**src/rtl/icache_pkg.sv**
```systemverilog
// Shared definitions for the instruction cache: the controller state encoding
// and the instruction word returned on a miss.
package icache_pkg;

   typedef enum logic [1:0] {
      ST_IDLE = 2'd0,
      ST_REQ  = 2'd1,
      ST_WAIT = 2'd2
   } icache_state_t;

   // addi x0, x0, 0 -- a harmless bubble for the fetch stage
   localparam logic [31:0] NOOP_INST = 32'h0000_0013;

endpackage

```
**src/rtl/icache_mem.sv**
```systemverilog
// Direct-mapped line storage: tag/data arrays with one combinational read
// port and one synchronous write port, plus a valid vector cleared on reset.
module icache_mem #(
   parameter int NUM_LINES = 32,
   parameter int IDX_BITS  = $clog2(NUM_LINES),
   parameter int TAG_BITS  = 32 - IDX_BITS - 2
) (
   input  logic                clk,
   input  logic                rst,
   input  logic [IDX_BITS-1:0] rd_idx,
   output logic [TAG_BITS-1:0] rd_tag,
   output logic [31:0]         rd_data,
   output logic                rd_valid,
   input  logic                wr_en,
   input  logic [IDX_BITS-1:0] wr_idx,
   input  logic [TAG_BITS-1:0] wr_tag,
   input  logic [31:0]         wr_data
);

   logic [TAG_BITS-1:0]  tag_mem  [NUM_LINES];
   logic [31:0]          data_mem [NUM_LINES];
   logic [NUM_LINES-1:0] valid_q;

   // Only the valid bits need a defined reset value; stale tags/data are masked.
   always_ff @(posedge clk) begin
      if (rst) begin
         valid_q <= '0;
      end else if (wr_en) begin
         valid_q[wr_idx] <= 1'b1;
      end
   end

   always_ff @(posedge clk) begin
      if (wr_en) begin
         tag_mem[wr_idx]  <= wr_tag;
         data_mem[wr_idx] <= wr_data;
      end
   end

   assign rd_tag   = tag_mem[rd_idx];
   assign rd_data  = data_mem[rd_idx];
   assign rd_valid = valid_q[rd_idx];

endmodule

```
**src/rtl/icache.sv**
```systemverilog
// Blocking direct-mapped instruction cache with one-word lines and a single
// outstanding miss to backing memory.
module icache
   import icache_pkg::*;
#(
   parameter int NUM_LINES = 32,
   parameter int IDX_BITS  = $clog2(NUM_LINES)
) (
   input  logic        clk,
   input  logic        rst,
   input  logic [31:0] proc2Imem_addr,
   output logic [31:0] Imem2proc_data,
   output logic        Imem2proc_valid,
   output logic        icache2mem_req,
   output logic [31:0] icache2mem_addr,
   input  logic        mem2icache_ack,
   input  logic        mem2icache_valid,
   input  logic [31:0] mem2icache_data
);

   localparam int TAG_BITS = 32 - IDX_BITS - 2;

   icache_state_t       state_q, state_d;
   logic [31:0]         miss_addr_q, miss_addr_d;
   logic                fill_en;
   logic                hit;

   logic [IDX_BITS-1:0] cur_idx;
   logic [TAG_BITS-1:0] cur_tag;
   logic [IDX_BITS-1:0] fill_idx;
   logic [TAG_BITS-1:0] fill_tag;
   logic [TAG_BITS-1:0] line_tag;
   logic [31:0]         line_data;
   logic                line_valid;

   assign cur_idx  = proc2Imem_addr[IDX_BITS+1:2];
   assign cur_tag  = proc2Imem_addr[31:IDX_BITS+2];
   assign fill_idx = miss_addr_q[IDX_BITS+1:2];
   assign fill_tag = miss_addr_q[31:IDX_BITS+2];

   icache_mem #(
      .NUM_LINES (NUM_LINES),
      .IDX_BITS  (IDX_BITS),
      .TAG_BITS  (TAG_BITS)
   ) u_mem (
      .clk      (clk),
      .rst      (rst),
      .rd_idx   (cur_idx),
      .rd_tag   (line_tag),
      .rd_data  (line_data),
      .rd_valid (line_valid),
      .wr_en    (fill_en),
      .wr_idx   (fill_idx),
      .wr_tag   (fill_tag),
      .wr_data  (mem2icache_data)
   );

   // Hits only count while idle; a pending fill hides even a matching line.
   assign hit = (state_q == ST_IDLE) && !rst && line_valid && (line_tag == cur_tag);

   assign Imem2proc_valid = hit;
   assign Imem2proc_data  = hit ? line_data : NOOP_INST;
   assign icache2mem_req  = (state_q == ST_REQ);
   assign icache2mem_addr = miss_addr_q;

   always_ff @(posedge clk) begin
      if (rst) begin
         state_q     <= ST_IDLE;
         miss_addr_q <= '0;
      end else begin
         state_q     <= state_d;
         miss_addr_q <= miss_addr_d;
      end
   end

   always_comb begin
      state_d     = state_q;
      miss_addr_d = miss_addr_q;
      fill_en     = 1'b0;
      unique case (state_q)
         ST_IDLE: begin
            if (!hit) begin
               miss_addr_d = proc2Imem_addr & ~32'h3;
               state_d     = ST_REQ;
            end
         end
         ST_REQ: begin
            // Ack and data arriving together complete the fill in one step.
            if (mem2icache_valid) begin
               fill_en = 1'b1;
               state_d = ST_IDLE;
            end else if (mem2icache_ack) begin
               state_d = ST_WAIT;
            end
         end
         ST_WAIT: begin
            if (mem2icache_valid) begin
               fill_en = 1'b1;
               state_d = ST_IDLE;
            end
         end
         default: begin
            state_d = ST_IDLE;
         end
      endcase
   end

endmodule

```
**config.mk**
```make
export PLATFORM = sky130hd
export DESIGN_NAME = icache
export DESIGN_NICKNAME = d
export VERILOG_FILES = /design/src/rtl/icache_pkg.sv /design/src/rtl/icache_mem.sv /design/src/rtl/icache.sv
export SDC_FILE = /design/constraint.sdc
export NUM_CORES = 2
export LEC_CHECK = 0
export ABC_AREA = 1
export CAP_MARGIN = 20
export CORE_MARGIN = 1.5
export CORE_UTILIZATION = 25
export DETAILED_ROUTE_END_ITERATION = 10
export SYNTH_ARGS = -nofsm -noshare
export SYNTH_HDL_FRONTEND = slang
export SYNTH_SLANG_ARGS = --single-unit
```
**constraint.sdc**
```tcl
create_clock -name clk -period 4.6 [get_ports clk]
set_input_delay 0.92 -clock clk [delete_from_list [all_inputs] [get_ports clk]]
set_output_delay 0.92 -clock clk [all_outputs]
set_load 0.1 [all_outputs]
```
# After elaboration in Yosys (flattened, before gate mapping)

Memory sizes are Yosys's and may differ from the RTL's.
Cells that the tools add are included.

Add/subtract/negate cells: 0
Multipliers: 0
Div/mod/pow operators: 0
Order comparisons: 3
Equality and inequality tests: 6
Shift operators: 0
Muxes and demuxes: 14
Bitwise operators: 2
Reductions and logical operators: 9

Operators with widths:

| cell               | number |
|---|---|
| $mux 32            | 1 |
| $or 32x32->32      | 1 |
| $eq 25x25->1       | 1 |
| $lt 5x6->1 const B | 2 |
| $mux 2             | 4 |
| $mux 1             | 6 |
| $pmux 2 s3         | 1 |
| $bmux 1 s5         | 1 |
| $demux 1 s5        | 1 |
| $ge 5x1->1 const B | 1 |
| $logic_and 1x1->1  | 4 |
| $ne 2x2->1 const B | 2 |
| $ne 3x1->1 const B | 1 |
| $reduce_and 3->1   | 1 |
| $eq 2x1->1 const B | 1 |
| $eq 2x2->1 const B | 1 |
| $logic_not 2->1    | 1 |
| $reduce_and 2->1   | 1 |
| $reduce_or 2->1    | 1 |
| $logic_not 1->1    | 1 |
| $not 1->1          | 1 |

Register bits after elaboration: 64
Bits in latches: 0
Memory bits (writable): 1824
ROM bits: 0
Bits of input ports: 68
Output and inout port bits: 66
Logic and storage cells: 39
Memories: 2

Memories:

| memory         | words | width | read ports | clocked after memory_dff | write ports | line             | source |
|---|---|---|---|---|---|---|---|
| u_mem.data_mem | 32    | 32    | 1          | 0                        | 1           | icache_mem.sv:21 | `logic [31:0] data_mem [NUM_LINES];` |
| u_mem.tag_mem  | 32    | 25    | 1          | 0                        | 1           | icache_mem.sv:20 | `logic [TAG_BITS-1:0] tag_mem [NUM_LINES];` |

# Depth between registers and ports, before layout

Depth in word-level cells: 6
Gate-level depth with buffers: 24
Depth with buffers taken out: 19

# Hierarchy

A second synthesis with hierarchy kept.

Cells, all modules: 6810
Area total of the unflattened synthesis: 77256.6 um2

Modules (own cells, without submodules):

| module     | instances | cells each | area an instance (um2) | sequential area each (um2) |
|---|---|---|---|---|
| icache_mem | 1         | 6396       | 74910.6                | 55413.1 |
| icache     | 1         | 414        | 2346.0                 | 640.6 |

# Least setup slack after synthesis

No wires, ideal clock.

Path kind: in2out
From: input port proc2Imem_addr[2]
To: output port Imem2proc_data[11]
Data arrival time: 4447 ps
Setup slack: -767 ps
Cell stages on the path: 20
Path buffers: 5
Cells stage by stage: buf_4 inv_2 buf_6 buf_6 buf_6 nand2_1 nand3_1 nand3_1 nand2_1 nand2_1 nand3_1 nand2_1 nand2_1 nand3_1 nor3_1 nand3_1 nor2_4 inv_2 clkbuf_1 nor2_1

Longest elaborated chain between the ends: 5
Elaborated cells on any way between the ends: 8

Ends and longest elaborated chain:

| item                                                                  | line         | source |
|---|---|---|
| from (decl)                                                           | icache.sv:11 | `input logic [31:0] proc2Imem_addr,` |
| parallel branches: the longest is 3 deep, another holds $mem_v2 32x25 | --           |  |
| $logic_and 1x1->1 *                                                   | icache.sv:59 | `assign hit = (state_q == ST_IDLE) && !rst && line_valid && (line_tag == cur_tag);` |
| net Imem2proc_valid                                                   | icache.sv:13 | `output logic Imem2proc_valid,` |
| $mux 32 *                                                             | icache.sv:62 | `assign Imem2proc_data = hit ? line_data : NOOP_INST;` |
| to (decl)                                                             | icache.sv:12 | `output logic [31:0] Imem2proc_data,` |

Mark *: on every way through the listed nets, which the timed path passes. The select of a mux whose other input is x is not followed.

# Worst setup path after layout

From: input port proc2Imem_addr[2]
To: output port Imem2proc_data[12]

Longest elaborated chain between the ends: 5
Elaborated cells on any way between the ends: 8

Ends and longest elaborated chain:

| item                                                                  | line |
|---|---|
| parallel branches: the longest is 4 deep, another holds $mem_v2 32x25 | -- |
| $mux 32 *                                                             | icache.sv:62 |

Mark *: on every way between the ends. The select of a mux whose other input is x is not followed.

==> impl_metrics.toml <==
[placement]
placedCellCount = 10130
portBuffers = 129
dpl.hpwl_mm = 119.3
dpl_cell_area_mm2 = 0.08432
gp_congestion = 0.8021

[finish]
drive_gt1_share_pct = 12.53
area_growth_pct = 21.25
stdcell_area_mm2 = 0.09155
postLayoutCoreUtil_pct = 30.51
final_cell_mix = "edfxtp_1, nand2_1, nand3_1"
layout.cells.non_filler = 10500
antenna_cells = 0
layout.nets = 6479
mostFrequentLayoutCell = "edfxtp_1"

[detailed_routing]
ant_nets = 0
wl_per_cell_um = 22.72
first_pass_iters = 6
vias = 52010
routed_wl_mm = 238.6
via_per_inst = 4.953
drc = 0
drt_iter0_markers = 6543

[power_and_ir_drop]
pwr-share-comb_pct = 9.6
p_sw_mw = 8.970
total_power_mw = 37.16
power_leakage_nw = 31.32
peakVddDrop_mv = 0.2584
power_frac_clock_pct = 38.1
power_density_mw_per_mm2 = 405.9
seqPwrFrac_pct = 52.3
intPower_mw = 28.19
switching_share_pct = 24.14

[worst_hold_path]
hp-class = "register to register"

[synthesis]
synth.distinct_cells = 35
syn_area_per_cell_um2 = 12.30
postSynthCellCount = 6137
ys_warn_count = 0
netlist_area_mm2 = 0.07551
ys_ff_latch = 1888
seq_area_frac_synth_pct = 74.24

[sta]
final.setup.tns_ns = -1.562
fin_skew_ns = 0.04831
setup_viol = 24
tightest_slew_ns = 1.193
final_max_slew_viol_count = 0
min_period_ns = 4.708
hold_violations = 0
period_share_pct = 102.3
rsz0062_at_grt = "yes"
relSlewSlack_pct = 19.77
fin_ws_ns = -0.1076
timing.fmax_ghz = 0.2124

[clock_network]
clkSlewWorstSetupHoldPaths_ns = 0.07
htree_levels = 4
numCtsBuffers = 180
clockBufferDepth = 4
cts_root_buf = "clkbuf_16"
cts_hold_buf = 0
cts_tree = "yes"
cts_sinks = 1888
insertion_delay_ns = 0.84

[worst_setup_path]
crit_top_cell = "nand2_2"
crit_type = "primary input to output port"
path_cells = "buf_16 > buf_12 > buf_12 > clkbuf_16 > nand2_2 > nand3_2 > nand3_1 > nand2_2 > nand2_2 > nand3_2 > nand3_2 > nand2_1 > nor2_1 > nand4_1 > nor2_2 > nand2_2 > nor2_4 > inv_8 > buf_16 > buf_8 > nor2_4 > buf_12"
crit_path_max_fanout = 8
worstSetupStartpointType = "primary input"
cp_top_family = "simple AND/OR/NAND/NOR gates"
critPathSlowestCell = "nor2_4"
critPathArrivalTime_ns = 3.79
cp_num_buf_inv = 8
crit_required_ns = 3.68
critPathCaptureType = "output port"
max_stage_delay_ns = 0.26

[grt]
grt_pass1_wl_mm = 336.6
grt_overflow = 0
grt_max_degree = 173
antenna_found_initial = 13
grt_pass1_vias = 48740
grt_usage_pct = 14.74

[outcome]
violations = "negative setup slack"
status = "finished, violations left"

[floorplan]
die_area_mm2 = 0.3053
ios = 134
rows = 201
initial_core_util_pct = 25.17
die_h_um = 552.6
core_region_area_mm2 = 0.3000
die_width_um = 552.6

[flow_run]
max-cap-violations = 0
-- metal layers --
metal  vias up  track usage [%]  share of wire (%)
met1     26200            20.90                 43
met2      2642            23.40                 46
met5         -                0              0.031
li1      22760                -                  -
met3       396            2.345                9.0
met4        14            3.635                2.3
-- Yosys cell counts, drive strengths merged --
cell,n,area (µm²)
edfxtp,1824,54770
nand2,1752,6579
nand3,787,3939
a21oi,521,2608
nor2,276,1069
buf,240,1231
clkbuf,182,683.2
a22oi,123,923.4
o21ai,104,520.5
dfxtp,64,1281
inv,59,221.5
a221oi,49,429.2
a221o,29,290.3
o31ai,29,217.7
o311ai,20,175.2
o22ai,17,106.4
nor3,14,70.07
o221ai,12,105.1
a32oi,11,96.34
a31o,9,78.83
nand4,4,25.02
ha,3,37.54
clkinv,2,7.510
o211ai,2,15.01
o21a,2,15.01
conb,1,3.750
nand3b,1,7.510
-- power by group through the flow --
stage	logic [mW]	registers (mW)	clock network, mW
floorplan	1.43	20.3	0
global placement	3.17	19.9	0
detailed placement	3.22	19.9	0
CTS	3.26	19.5	14.3
global route	3.83	19.4	15.0
finish	3.58	19.4	14.1
-- worst register-to-register path, stage by stage (launching register included) --
cell and delay, ns:
dfxtp_1 0.38, inv_1 0.08, ha_2 0.31, nand2_1 0.13, nor3_1 0.17, inv_1 0.35, nor2_4 0.87, buf_12 0.31
-- cell type report --
class	instances	area [µm²]
timing repair buffer	508	6720
timing repair inverter	2	50.05
fill	29720	208500
sequential	1888	56050
multi-input combinational	3767	18080
inverter	61	294.0
tap	3958	4952
clock buffer	245	4852
clock inverter	71	544.3
-- registers in the layout, indices dropped and copies added, names as in the netlist --
signal	cells
u_mem.data_mem	1024
u_mem.tag_mem	800
u_mem.valid_q	32
icache2mem_addr	30
state_q	2
-- through the flow --
stage | hold WS (ns) | setup slack, ns
after CTS | 0.4687 | -0.09603
after detailed placement | 0.4548 | -0.3689
final | 0.4709 | -0.1076
after global placement | 0.4441 | -0.3773
after floorplan | 0.4348 | -0.2413
after global routing | 0.4846 | -0.2022
-- kinds of logic (layout without fill, tap and decap cells) --
logic type      Yosys count  in the layout  share of synthesized area (%)
compound gates          928            928                          7.390
buf+inv                 483            887                          2.839
flops                  1888           1888                          74.24
simple gates           2834           2834                          15.48
other cells               1              2                       0.004966
fa+ha+maj                 3              3                        0.04972
-- path summary, 6_finish.rpt --
check	slack, ns	cells after the start	end	startpoint
worst min-delay path	0.47	1	u_mem.valid_q[28]$_SDFFE_PP0P_	u_mem.valid_q[28]$_SDFFE_PP0P_
worst max-delay path	-0.11	22	Imem2proc_data[12]	proc2Imem_addr[2]
worst min register to register	0.47	1	u_mem.valid_q[28]$_SDFFE_PP0P_	u_mem.valid_q[28]$_SDFFE_PP0P_
worst max register to register	1.67	7	u_mem.data_mem[13][6]$_DFFE_PP_	state_q[0]$_SDFFE_PP0P_
-- repair_timing --
item                                    CTS  global route
cloned                                    5            20
buffers inserted                          1            14
endpoints found under the setup margin   32            33
pin swaps                                 2            16
resized for setup                        35           155
No activity file was read; power rests on OpenSTA's default activity.
